[src/rtl/alu_flags_seq_if.sv]
// Request/response bundle between the control FSM (master) and the ALU (slave).
interface alu_flags_seq_if #(
  parameter int unsigned N = 4
);
  logic         start;
  logic [2:0]   op;
  logic [N-1:0] A;
  logic [N-1:0] B;
  logic         busy;
  logic         done;
  logic [N-1:0] R;
  logic         flag_n;
  logic         flag_z;
  logic         flag_c;
  logic         flag_v;

  modport master (
    output start, op, A, B,
    input  busy, done, R, flag_n, flag_z, flag_c, flag_v
  );

  modport slave (
    input  start, op, A, B,
    output busy, done, R, flag_n, flag_z, flag_c, flag_v
  );
endinterface

[src/rtl/alu_flags_seq.sv]
// Sequential ALU with NZCV flag register: single-cycle add/sub family,
// N-cycle shift-add multiply, start/done handshake.
module alu_flags_seq #(
  parameter int unsigned N = 4
) (
  input  logic           clk,
  input  logic           rst,
  alu_flags_seq_if.slave bus
);
  localparam int unsigned CW = $clog2(N) + 1;
  localparam int unsigned PW = 2 * N;

  localparam logic [2:0] OP_ADD = 3'b000;
  localparam logic [2:0] OP_SUB = 3'b001;
  localparam logic [2:0] OP_ADC = 3'b010;
  localparam logic [2:0] OP_SBC = 3'b011;
  localparam logic [2:0] OP_CMP = 3'b100;
  localparam logic [2:0] OP_MUL = 3'b101;

  typedef enum logic {IDLE, MULT} state_t;

  state_t          state_q, state_d;
  logic [N-1:0]    r_q, r_d;
  logic            fn_q, fn_d, fz_q, fz_d, fc_q, fc_d, fv_q, fv_d;
  logic            busy_q, busy_d, done_q, done_d;
  logic [PW-1:0]   acc_q, acc_d, mcand_q, mcand_d;
  logic [N-1:0]    mplier_q, mplier_d;
  logic [CW-1:0]   cnt_q, cnt_d;

  logic [N-1:0]    b_eff_c;
  logic            cin_c;
  logic [N:0]      sum_c;
  logic            v_c;
  logic [PW-1:0]   acc_next_c;

  // Add/sub datapath: subtraction is A + ~B + carry-in, computed in N+1 bits.
  always_comb begin
    b_eff_c = bus.B;
    cin_c   = 1'b0;
    case (bus.op)
      OP_SUB, OP_CMP: begin b_eff_c = ~bus.B; cin_c = 1'b1; end
      OP_ADC:         cin_c = fc_q;
      OP_SBC:         begin b_eff_c = ~bus.B; cin_c = fc_q; end
      default:        ;
    endcase
    sum_c = {1'b0, bus.A} + {1'b0, b_eff_c} + (N+1)'(cin_c);
    // Overflow when both addends share a sign that the result does not.
    v_c   = (bus.A[N-1] == b_eff_c[N-1]) && (sum_c[N-1] != bus.A[N-1]);
  end

  // One shift-add step: accumulate the shifted multiplicand if the multiplier LSB is set.
  always_comb begin
    acc_next_c = acc_q + (mplier_q[0] ? mcand_q : '0);
  end

  // Next-state and register-update logic.
  always_comb begin
    state_d  = state_q;
    r_d      = r_q;
    fn_d     = fn_q;
    fz_d     = fz_q;
    fc_d     = fc_q;
    fv_d     = fv_q;
    busy_d   = busy_q;
    done_d   = 1'b0;
    acc_d    = acc_q;
    mcand_d  = mcand_q;
    mplier_d = mplier_q;
    cnt_d    = cnt_q;
    case (state_q)
      IDLE: begin
        if (bus.start) begin
          case (bus.op)
            OP_ADD, OP_SUB, OP_ADC, OP_SBC: begin
              r_d    = sum_c[N-1:0];
              fn_d   = sum_c[N-1];
              fz_d   = (sum_c[N-1:0] == '0);
              fc_d   = sum_c[N];
              fv_d   = v_c;
              done_d = 1'b1;
            end
            OP_CMP: begin
              fn_d   = sum_c[N-1];
              fz_d   = (sum_c[N-1:0] == '0);
              fc_d   = sum_c[N];
              fv_d   = v_c;
              done_d = 1'b1;
            end
            OP_MUL: begin
              acc_d    = '0;
              mcand_d  = PW'(bus.A);
              mplier_d = bus.B;
              cnt_d    = '0;
              busy_d   = 1'b1;
              state_d  = MULT;
            end
            default: done_d = 1'b1;
          endcase
        end
      end
      MULT: begin
        acc_d    = acc_next_c;
        mcand_d  = mcand_q << 1;
        mplier_d = mplier_q >> 1;
        cnt_d    = cnt_q + CW'(1);
        if (cnt_q == CW'(N - 1)) begin
          r_d     = acc_next_c[N-1:0];
          fn_d    = acc_next_c[N-1];
          fz_d    = (acc_next_c[N-1:0] == '0);
          fc_d    = (acc_next_c[PW-1:N] != '0);
          fv_d    = 1'b0;
          done_d  = 1'b1;
          busy_d  = 1'b0;
          cnt_d   = '0;
          state_d = IDLE;
        end
      end
      default: state_d = IDLE;
    endcase
  end

  // State and datapath registers; reset aborts any multiply in flight.
  always_ff @(posedge clk or posedge rst) begin
    if (rst) begin
      state_q  <= IDLE;
      r_q      <= '0;
      fn_q     <= 1'b0;
      fz_q     <= 1'b0;
      fc_q     <= 1'b0;
      fv_q     <= 1'b0;
      busy_q   <= 1'b0;
      done_q   <= 1'b0;
      acc_q    <= '0;
      mcand_q  <= '0;
      mplier_q <= '0;
      cnt_q    <= '0;
    end else begin
      state_q  <= state_d;
      r_q      <= r_d;
      fn_q     <= fn_d;
      fz_q     <= fz_d;
      fc_q     <= fc_d;
      fv_q     <= fv_d;
      busy_q   <= busy_d;
      done_q   <= done_d;
      acc_q    <= acc_d;
      mcand_q  <= mcand_d;
      mplier_q <= mplier_d;
      cnt_q    <= cnt_d;
    end
  end

  assign bus.R      = r_q;
  assign bus.flag_n = fn_q;
  assign bus.flag_z = fz_q;
  assign bus.flag_c = fc_q;
  assign bus.flag_v = fv_q;
  assign bus.busy   = busy_q;
  assign bus.done   = done_q;
endmodule
[src/flat_wrapper.sv]
// flat-port wrapper written by rule: the top's interface ports become plain ports
module alu_flags_seq_flat 
#(
  parameter int unsigned N = 4
)
  (clk, rst, bus_start, bus_op, bus_A, bus_B, bus_busy, bus_done, bus_R, bus_flag_n, bus_flag_z, bus_flag_c, bus_flag_v);
  alu_flags_seq_if #(.N(N)) bus_i ();
  input  logic clk;
  input  logic rst;
  input wire logic [$bits(bus_i.start)-1:0] bus_start;
  input wire logic [$bits(bus_i.op)-1:0] bus_op;
  input wire logic [$bits(bus_i.A)-1:0] bus_A;
  input wire logic [$bits(bus_i.B)-1:0] bus_B;
  output wire logic [$bits(bus_i.busy)-1:0] bus_busy;
  output wire logic [$bits(bus_i.done)-1:0] bus_done;
  output wire logic [$bits(bus_i.R)-1:0] bus_R;
  output wire logic [$bits(bus_i.flag_n)-1:0] bus_flag_n;
  output wire logic [$bits(bus_i.flag_z)-1:0] bus_flag_z;
  output wire logic [$bits(bus_i.flag_c)-1:0] bus_flag_c;
  output wire logic [$bits(bus_i.flag_v)-1:0] bus_flag_v;
  assign bus_i.start = bus_start;
  assign bus_i.op = bus_op;
  assign bus_i.A = bus_A;
  assign bus_i.B = bus_B;
  assign bus_busy = bus_i.busy;
  assign bus_done = bus_i.done;
  assign bus_R = bus_i.R;
  assign bus_flag_n = bus_i.flag_n;
  assign bus_flag_z = bus_i.flag_z;
  assign bus_flag_c = bus_i.flag_c;
  assign bus_flag_v = bus_i.flag_v;
  alu_flags_seq #(.N(N)) u_core (.clk(clk), .rst(rst), .bus(bus_i));
endmodule
[config.mk]
export PLATFORM = sky130hd
export DESIGN_NAME = alu_flags_seq_flat
export DESIGN_NICKNAME = d
export VERILOG_FILES = /design/src/rtl/alu_flags_seq_if.sv /design/src/rtl/alu_flags_seq.sv /design/src/flat_wrapper.sv
export SDC_FILE = /design/constraint.sdc
export NUM_CORES = 1
export LEC_CHECK = 0
export ABC_AREA = 1
export CAP_MARGIN = 40
export CORE_ASPECT_RATIO = 1.5
export CORE_MARGIN = 1.5
export CORE_UTILIZATION = 56
export DETAILED_ROUTE_END_ITERATION = 10
export PLACE_DENSITY_LB_ADDON = 0.2
export SKIP_CTS_REPAIR_TIMING = 1
export SLEW_MARGIN = 40
export SYNTH_ARGS = -nofsm -noshare
export SYNTH_HDL_FRONTEND = slang
export SYNTH_SLANG_ARGS = --single-unit
[constraint.sdc]
create_clock -name clk -period 4.7 [get_ports clk]
set_input_delay 0.94 -clock clk [delete_from_list [all_inputs] [get_ports clk]]
set_output_delay 0.94 -clock clk [all_outputs]
set_load 0.005 [all_outputs]
==> results of run 1 <==
==> logic make-up after synthesis <==
group / Yosys count
buf+inv: 46
simple gates: 129
flops: 34
compound gates: 38
mux: 1
fa+ha+maj: 14
xor+xnor: 5
==> Yosys cell counts (all sizes together) <==
cell type	n	share of area, %
nand2	84	16
inv	41	7.4
dfrtp	34	41
nand3	23	5.8
nor2	14	2.7
a21oi	11	2.7
ha	11	6.6
o21ai	9	2.4
a22o	5	2.1
xor2	5	2.1
buf	4	0.97
o22ai	4	1.2
fa	3	2.9
nor3	3	0.72
a22oi	2	0.72
a31oi	2	0.60
nand3b	2	0.72
or2	2	0.60
a21boi	1	0.36
clkbuf	1	0.18
mux2	1	0.54
nand4	1	0.30
o211a	1	0.48
o211ai	1	0.36
o21a	1	0.36
o221ai	1	0.42
==> worst min-delay path: stages, from the launching register on <==
cell	delay, ns
dfrtp_1	0.34
nand2_1	0.05
nand2_1	0.06
==> layer usage <==
| layer | share of wire (%) | global-route usage, % | vias to the layer above |
|---|---|---|---|
| met5 | 0 | 0 | - |
| met4 | 1.9 | 8.97 | 0 |
| met3 | 2.9 | 4.04 | 8 |
| met2 | 54 | 48.6 | 37 |
| met1 | 41 | 30.4 | 857 |
| li1 | - | - | 914 |
==> metrics by stage <==
step / cells / area [um2] / utilization [%] / total power [mW]
2_1_floorplan: 267 / 2070 / - / 0.884
3_3_place_gp: 328 / 2340 / 67.3 / 1.06
3_5_place_dp: 328 / 2340 / 67.3 / 1.08
4_1_cts: 336 / 2450 / 70.3 / 1.35
5_1_grt: 336 / 2450 / 70.3 / 1.45
6_report: 336 / 2450 / 70.3 / 1.34
==> state kept, by name, indices dropped and copies added, names as in the netlist <==
register,count
u_core.acc_q,8
u_core.mcand_q,8
u_core.bus.R,4
u_core.mplier_q,4
u_core.cnt_q,3
u_core.bus.busy,1
u_core.bus.done,1
u_core.bus.flag_c,1
u_core.bus.flag_n,1
u_core.bus.flag_v,1
u_core.bus.flag_z,1
u_core.state_q,1
==> power groups by stage <==
| stage | clock, mW | combinational, mW | sequential, mW |
|---|---|---|---|
| floorplan | 0 | 0.415 | 0.468 |
| global route | 0.275 | 0.654 | 0.521 |
| global placement | 0 | 0.553 | 0.504 |
| finish | 0.263 | 0.574 | 0.506 |
| CTS | 0.263 | 0.578 | 0.505 |
| detailed placement | 0 | 0.567 | 0.508 |
==> layout by cell type, fill, tap and decap left out <==
cell type        instances
ha_1                    11
nand3_1                 22
nand2_4                  1
clkbuf_1                 2
a22o_1                   5
a31oi_1                  2
o22ai_1                  4
nor2_2                   1
o21ai_2                  1
or2_2                    2
mux2_2                   1
nand2_1                 81
o21ai_1                  1
bufinv_16                1
o21ai_0                  7
dfrtp_1                 34
nor2_1                  13
xor2_1                   5
fa_1                     3
o211ai_1                 1
o21a_1                   1
nor3_1                   3
a21oi_1                 11
buf_4                    1
clkdlybuf4s50_1         23
inv_1                   37
a22oi_1                  2
nand3b_1                 2
nand2_2                  2
clkbuf_8                 5
o221ai_1                 1
o211a_1                  1
inv_2                    4
nand3_2                  1
a21boi_0                 1
nand4_1                  1
==> worst min-delay path by stage <==
stage	to	slack (ns)	cells after the start
after global placement	u_core.mplier_q[1]	0.47	2
after CTS	u_core.acc_q[0]	0.49	2
final	u_core.bus.busy	0.48	2
after global routing	u_core.cnt_q[0]	0.51	1
after detailed placement	u_core.acc_q[0]	0.47	2
after floorplan	u_core.acc_q[0]	0.45	2
==> layout make-up <==
type	instances	share of cell area (%)
Multi-Input combinational cell	187	42.7
Sequential cell	34	34.8
Timing Repair Buffer	24	9.71
Inverter	41	6.29
Clock buffer	7	3.12
Tap cell	42	2.15
Clock inverter	1	1.23
==> impl_metrics.tcl, run 1 <==
set metrics [dict create \
    root_buffer "clkbuf_8" \
    yosysSeqAreaShare_pct 41.0 \
    drt.antenna.violating_nets 0 \
    synth-compound-area-share_pct 11.6 \
    synthAdderAreaFrac_pct 9.53 \
    setup_tns_ns 0 \
    nets 321 \
    grt_start_max_net_pins 35 \
    pre_cts_slack_ns 1.15 \
    cp-startpoint "bus_op[2]" \
    htree_levels 2 \
    holdWs_ns 0.482 \
    arrival_ns 3.42 \
    multi_input_area_mm2 0.00105 \
    final.min_clock_period_ns 3.25 \
    cp_num_buf_inv 3 \
    end_kind "flop" \
    grt_pass1_wl_mm 8.09 \
    dp_hpwl_mm 3.38 \
    intPower_uw 822 \
    die_y_um 77.5 \
    diodes 0 \
    status "finished clean" \
    gp_congestion 0.780 \
    worst_path_largest_cell_delay_ns 0.57 \
    crit_fanout 5 \
    hp-class "flop to flop" \
    yosys_warnings 0 \
    netlist_area_mm2 0.00207 \
    fillCellCount 278 \
    routedWlPerCell_um 13.7 \
    clock-sinks 34 \
    cp.depth 11 \
    hold_violations 0 \
    fin_ws_ns 1.45 \
    grt_pass1_vias 1879 \
    peakVddDrop_v 0.000502 \
    clk_latency_ns 0.29 \
    r2r-start "u_core.mplier_q[0]" \
    syn_area_per_cell_um2 7.77 \
    numPortBuffers 23 \
    maxCapViolCount 0 \
    overflow 0 \
    die_area_mm2 0.00409 \
    tightest_slew_ns 0.753 \
    power.density_mw_per_mm2 549 \
    drv_slew 0 \
    layout-drive-gt1-share_pct 6.80 \
    clk_path_buf_depth 2 \
    critical_path_class "primary input to flop" \
    core_region_area_mm2 0.00348 \
    maxSlewHeadroom_pct 49.8 \
    ys_ff_latch 34 \
    r2r_setup_slack_ns 2.48 \
    seq_power_share_pct 37.7 \
    holdCritStartpoint "u_core.bus.busy" \
    setup_violations 0 \
    worstPathRequired_ns 4.87 \
    switching_power_uw 521 \
    netlist_instances 267 \
    ff_latch_area_um2 851 \
    cp_cell_sequence "clkdlybuf4s50_1 -> inv_1 -> nand3_1 -> nand3_1 -> xor2_1 -> fa_1 -> inv_1 -> fa_1 -> xor2_1 -> o21ai_0 -> mux2_2" \
    switching_share_pct 38.8 \
    syn_nets 295 \
    drc_errors 0 \
    endpoint "u_core.bus.R[2]" \
    critPathTopFamily "buffers and inverters" \
    via_per_inst 5.40 \
    fp.dieW_um 52.7 \
    cp_slowest_cell "clkdlybuf4s50_1" \
    ys_types 33 \
    grtUsageTotal_pct 26.7 \
    fin_skew_ns 0.00454 \
    ios 24 \
    dr.first_iter.drc_count 72 \
    rsz0062_at_grt "no" \
    synth_top_family_by_area "simple AND/OR/NAND/NOR gates" \
    finalCritPeriodShare_pct 69.2 \
    worstRegToRegCells 8 \
    antenna_found_initial 0 \
    cts_buffers 5 \
    routed_wl_mm 4.60 \
    syn_to_final_growth_pct 18.0 \
    tritoncts "yes" \
    p_leak_nw 1.34 \
    pwr-share-clk_pct 19.6 \
    regToRegEndpoint "u_core.bus.R[2]" \
    synth_simple_gate_area_share_pct 26.6 \
    start_kind "primary input" \
    num_vias 1816 \
    muxShareOfSynthArea_pct 0.543 \
    synth-xor-area-share_pct 2.11 \
    initial_core_util_pct 59.6 \
    drt-pass1-iter-count 4 \
    combPwrFrac_pct 42.7 \
    timing.fmax_mhz 308 \
    clkSlewWorstSetupHoldPaths_ns 0.07 \
    rows 26 \
]
Note: power is estimated with default switching activity, not from simulation.
==> inputs of run 2 (changes only) <==
--- a/config.mk
+++ b/config.mk
@@ -9,7 +9,7 @@
 export CAP_MARGIN = 40
 export CORE_ASPECT_RATIO = 1.5
 export CORE_MARGIN = 1.5
-export CORE_UTILIZATION = 56
+export CORE_UTILIZATION = 50
 export DETAILED_ROUTE_END_ITERATION = 10
 export PLACE_DENSITY_LB_ADDON = 0.2
 export SKIP_CTS_REPAIR_TIMING = 1
==> constraint.sdc (replaced) <==
create_clock -name clk -period 2.9 [get_ports clk]
set_input_delay 0.58 -clock clk [delete_from_list [all_inputs] [get_ports clk]]
set_output_delay 0.58 -clock clk [all_outputs]
set_load 0.005 [all_outputs]
==> run 2 against run 1 <==
Against the previous run:
- worst hold slack gained 0.0017 ns
- sequential power grew 55%
- critical path depth is the same
- register-to-register slack lost 1.7 ns
- non-clock buffer count grew 8
- final area grew 3.3%
- clock skew grew 0.0013 ns
- setup slack lost 1.2 ns
- largest power group unchanged
- die area grew 11%
==> impl_metrics.tcl, run 2 (same netlist as run 1, synthesis figures left out) <==
set metrics [dict create \
    overflow 0 \
    grt_start_max_net_pins 35 \
    drv_slew 0 \
    num_vias 1844 \
    ios 24 \
    fin_skew_ns 0.00580 \
    grt_pass1_vias 1776 \
    cts_buffers 5 \
    tritoncts "yes" \
    setup_violations 0 \
    fp.dieW_um 55.6 \
    via_per_inst 5.33 \
    routed_wl_mm 4.59 \
    power_mw 2.21 \
    crit_top_cell "fa_1" \
    peakVddDrop_v 0.000644 \
    layout-drive-gt1-share_pct 10.3 \
    crit_fanout 4 \
    mostFrequentLayoutCells "nand2_1, inv_1, dfrtp_1, clkdlybuf4s50_1, nand3_1" \
    drt.antenna.violating_nets 0 \
    end_kind "flop" \
    cp_cell_sequence "clkdlybuf4s50_1 -> nor2_1 -> nand2_1 -> nand3_1 -> xor2_1 -> fa_1 -> inv_1 -> fa_1 -> xor2_2 -> o21ai_0 -> mux2_2" \
    numPortBuffers 23 \
    diodes 0 \
    htree_levels 2 \
    core_region_area_mm2 0.00396 \
    final_common_cell "nand2_1" \
    drt-pass1-iter-count 4 \
    rsz0062_at_grt "no" \
    power.density_mw_per_mm2 873 \
    drc_errors 0 \
    arrival_ns 2.79 \
    worstPathRequired_ns 3.07 \
    setup_tns_ns 0 \
    die_y_um 81.9 \
    clk_latency_ns 0.29 \
    routedWlPerCell_um 13.3 \
    final_util_pct 63.9 \
    root_buffer "clkbuf_8" \
    p_leak_nw 1.38 \
    pre_cts_slack_ns -0.0384 \
    start_kind "primary input" \
    place_inst 339 \
    hp-class "flop to flop" \
    maxSlewHeadroom_pct 71.3 \
    finalCritPeriodShare_pct 90.3 \
    rows 28 \
    grtUsageTotal_pct 22.5 \
    clock-sinks 34 \
    antenna_found_initial 0 \
    fillCellCount 367 \
    fin_ws_ns 0.282 \
    gp_congestion 0.841 \
    tightest_slew_ns 0.431 \
    die_area_mm2 0.00455 \
    initial_core_util_pct 52.4 \
    final-instance-count-excl-fill 346 \
    cp_slowest_cell "clkdlybuf4s50_1" \
    syn_to_final_growth_pct 21.9 \
    hold_violations 0 \
    dr.first_iter.drc_count 49 \
    final.min_clock_period_ns 2.62 \
    timing.fmax_mhz 382 \
    clk_path_buf_depth 2 \
    biggestRegsByFlops "u_core.acc_q x8, u_core.mcand_q x8" \
    worst_path_largest_cell_delay_ns 0.47 \
    status "finished clean" \
    clkSlewWorstSetupHoldPaths_ns 0.07 \
    critical_path_class "primary input to flop" \
    maxCapViolCount 0 \
    nets 329 \
    dp_hpwl_mm 3.47 \
    grt_pass1_wl_mm 7.92 \
]
==> run 2: changes by cell type in the layout (fill, tap and decap cells not counted) <==
cell      delta
clkbuf_1     -2
clkbuf_8     +1
a21oi_2      +1
a21oi_1      -1
buf_4        +8
xor2_1       -1
xor2_2       +1
==> run 2: layout make-up <==
cell class / instances / area (um2) / share of cell area [%]
inverters: 41 / 154 / 6.09
clock buffers: 6 / 82.6 / 3.27
flip-flops and latches: 34 / 851 / 33.6
clock inverters: 1 / 30.0 / 1.19
multi-input cells: 187 / 1060 / 41.8
repair buffers: 32 / 298 / 11.8
well taps: 45 / 56.3 / 2.23
==> run 2: path summary, 6_finish.rpt <==
path                            slack [ns]  depth (start not counted)               start            endpoint
worst max-delay path                  0.28                         11           bus_op[1]     u_core.bus.R[2]
worst min-delay path                  0.48                          2     u_core.bus.busy     u_core.bus.busy
worst max register to register        0.74                          8  u_core.mplier_q[0]     u_core.bus.R[2]
worst min register to register        0.48                          2     u_core.bus.busy     u_core.bus.busy
max in group asynchronous             1.91                          3                 rst   u_core.bus.flag_c
min in group asynchronous             0.68                          3                 rst  u_core.mplier_q[0]
==> run 2: layer usage <==
metal	part of all wire, %	global-route usage [%]	routed length [um]
met1	42	26.1	1930
met2	51	40.6	2360
met3	3.2	3.15	148
met4	3.3	11.0	151
met5	0	0	0
==> run 2: worst max-delay path: cells and delay by family <==
kind                       cells  cell delay (ns)
adders and majority gates      2             0.66
muxes                          1             0.26
xor gates and xnor gates       2             0.36
and+or+nand+nor                3             0.32
buffers and inverters          2             0.53
AOI/OAI and AO/OA              1             0.08
==> run 2: through the flow <==
stage / instance area, um2 / hold slack [ns]
after floorplan: 2070 / 0.448
after global placement: 2400 / 0.461
after detailed placement: 2400 / 0.466
after CTS: 2520 / 0.485
after global routing: 2530 / 0.515
final: 2530 / 0.484
==> run 2: power by group <==
group | leakage, nW | total [mW] | internal (mW) | switching (mW)
logic | 0.895 | 0.978 | 0.437 | 0.541
clock network | 0.0573 | 0.445 | 0.275 | 0.170
registers | 0.433 | 0.783 | 0.658 | 0.126
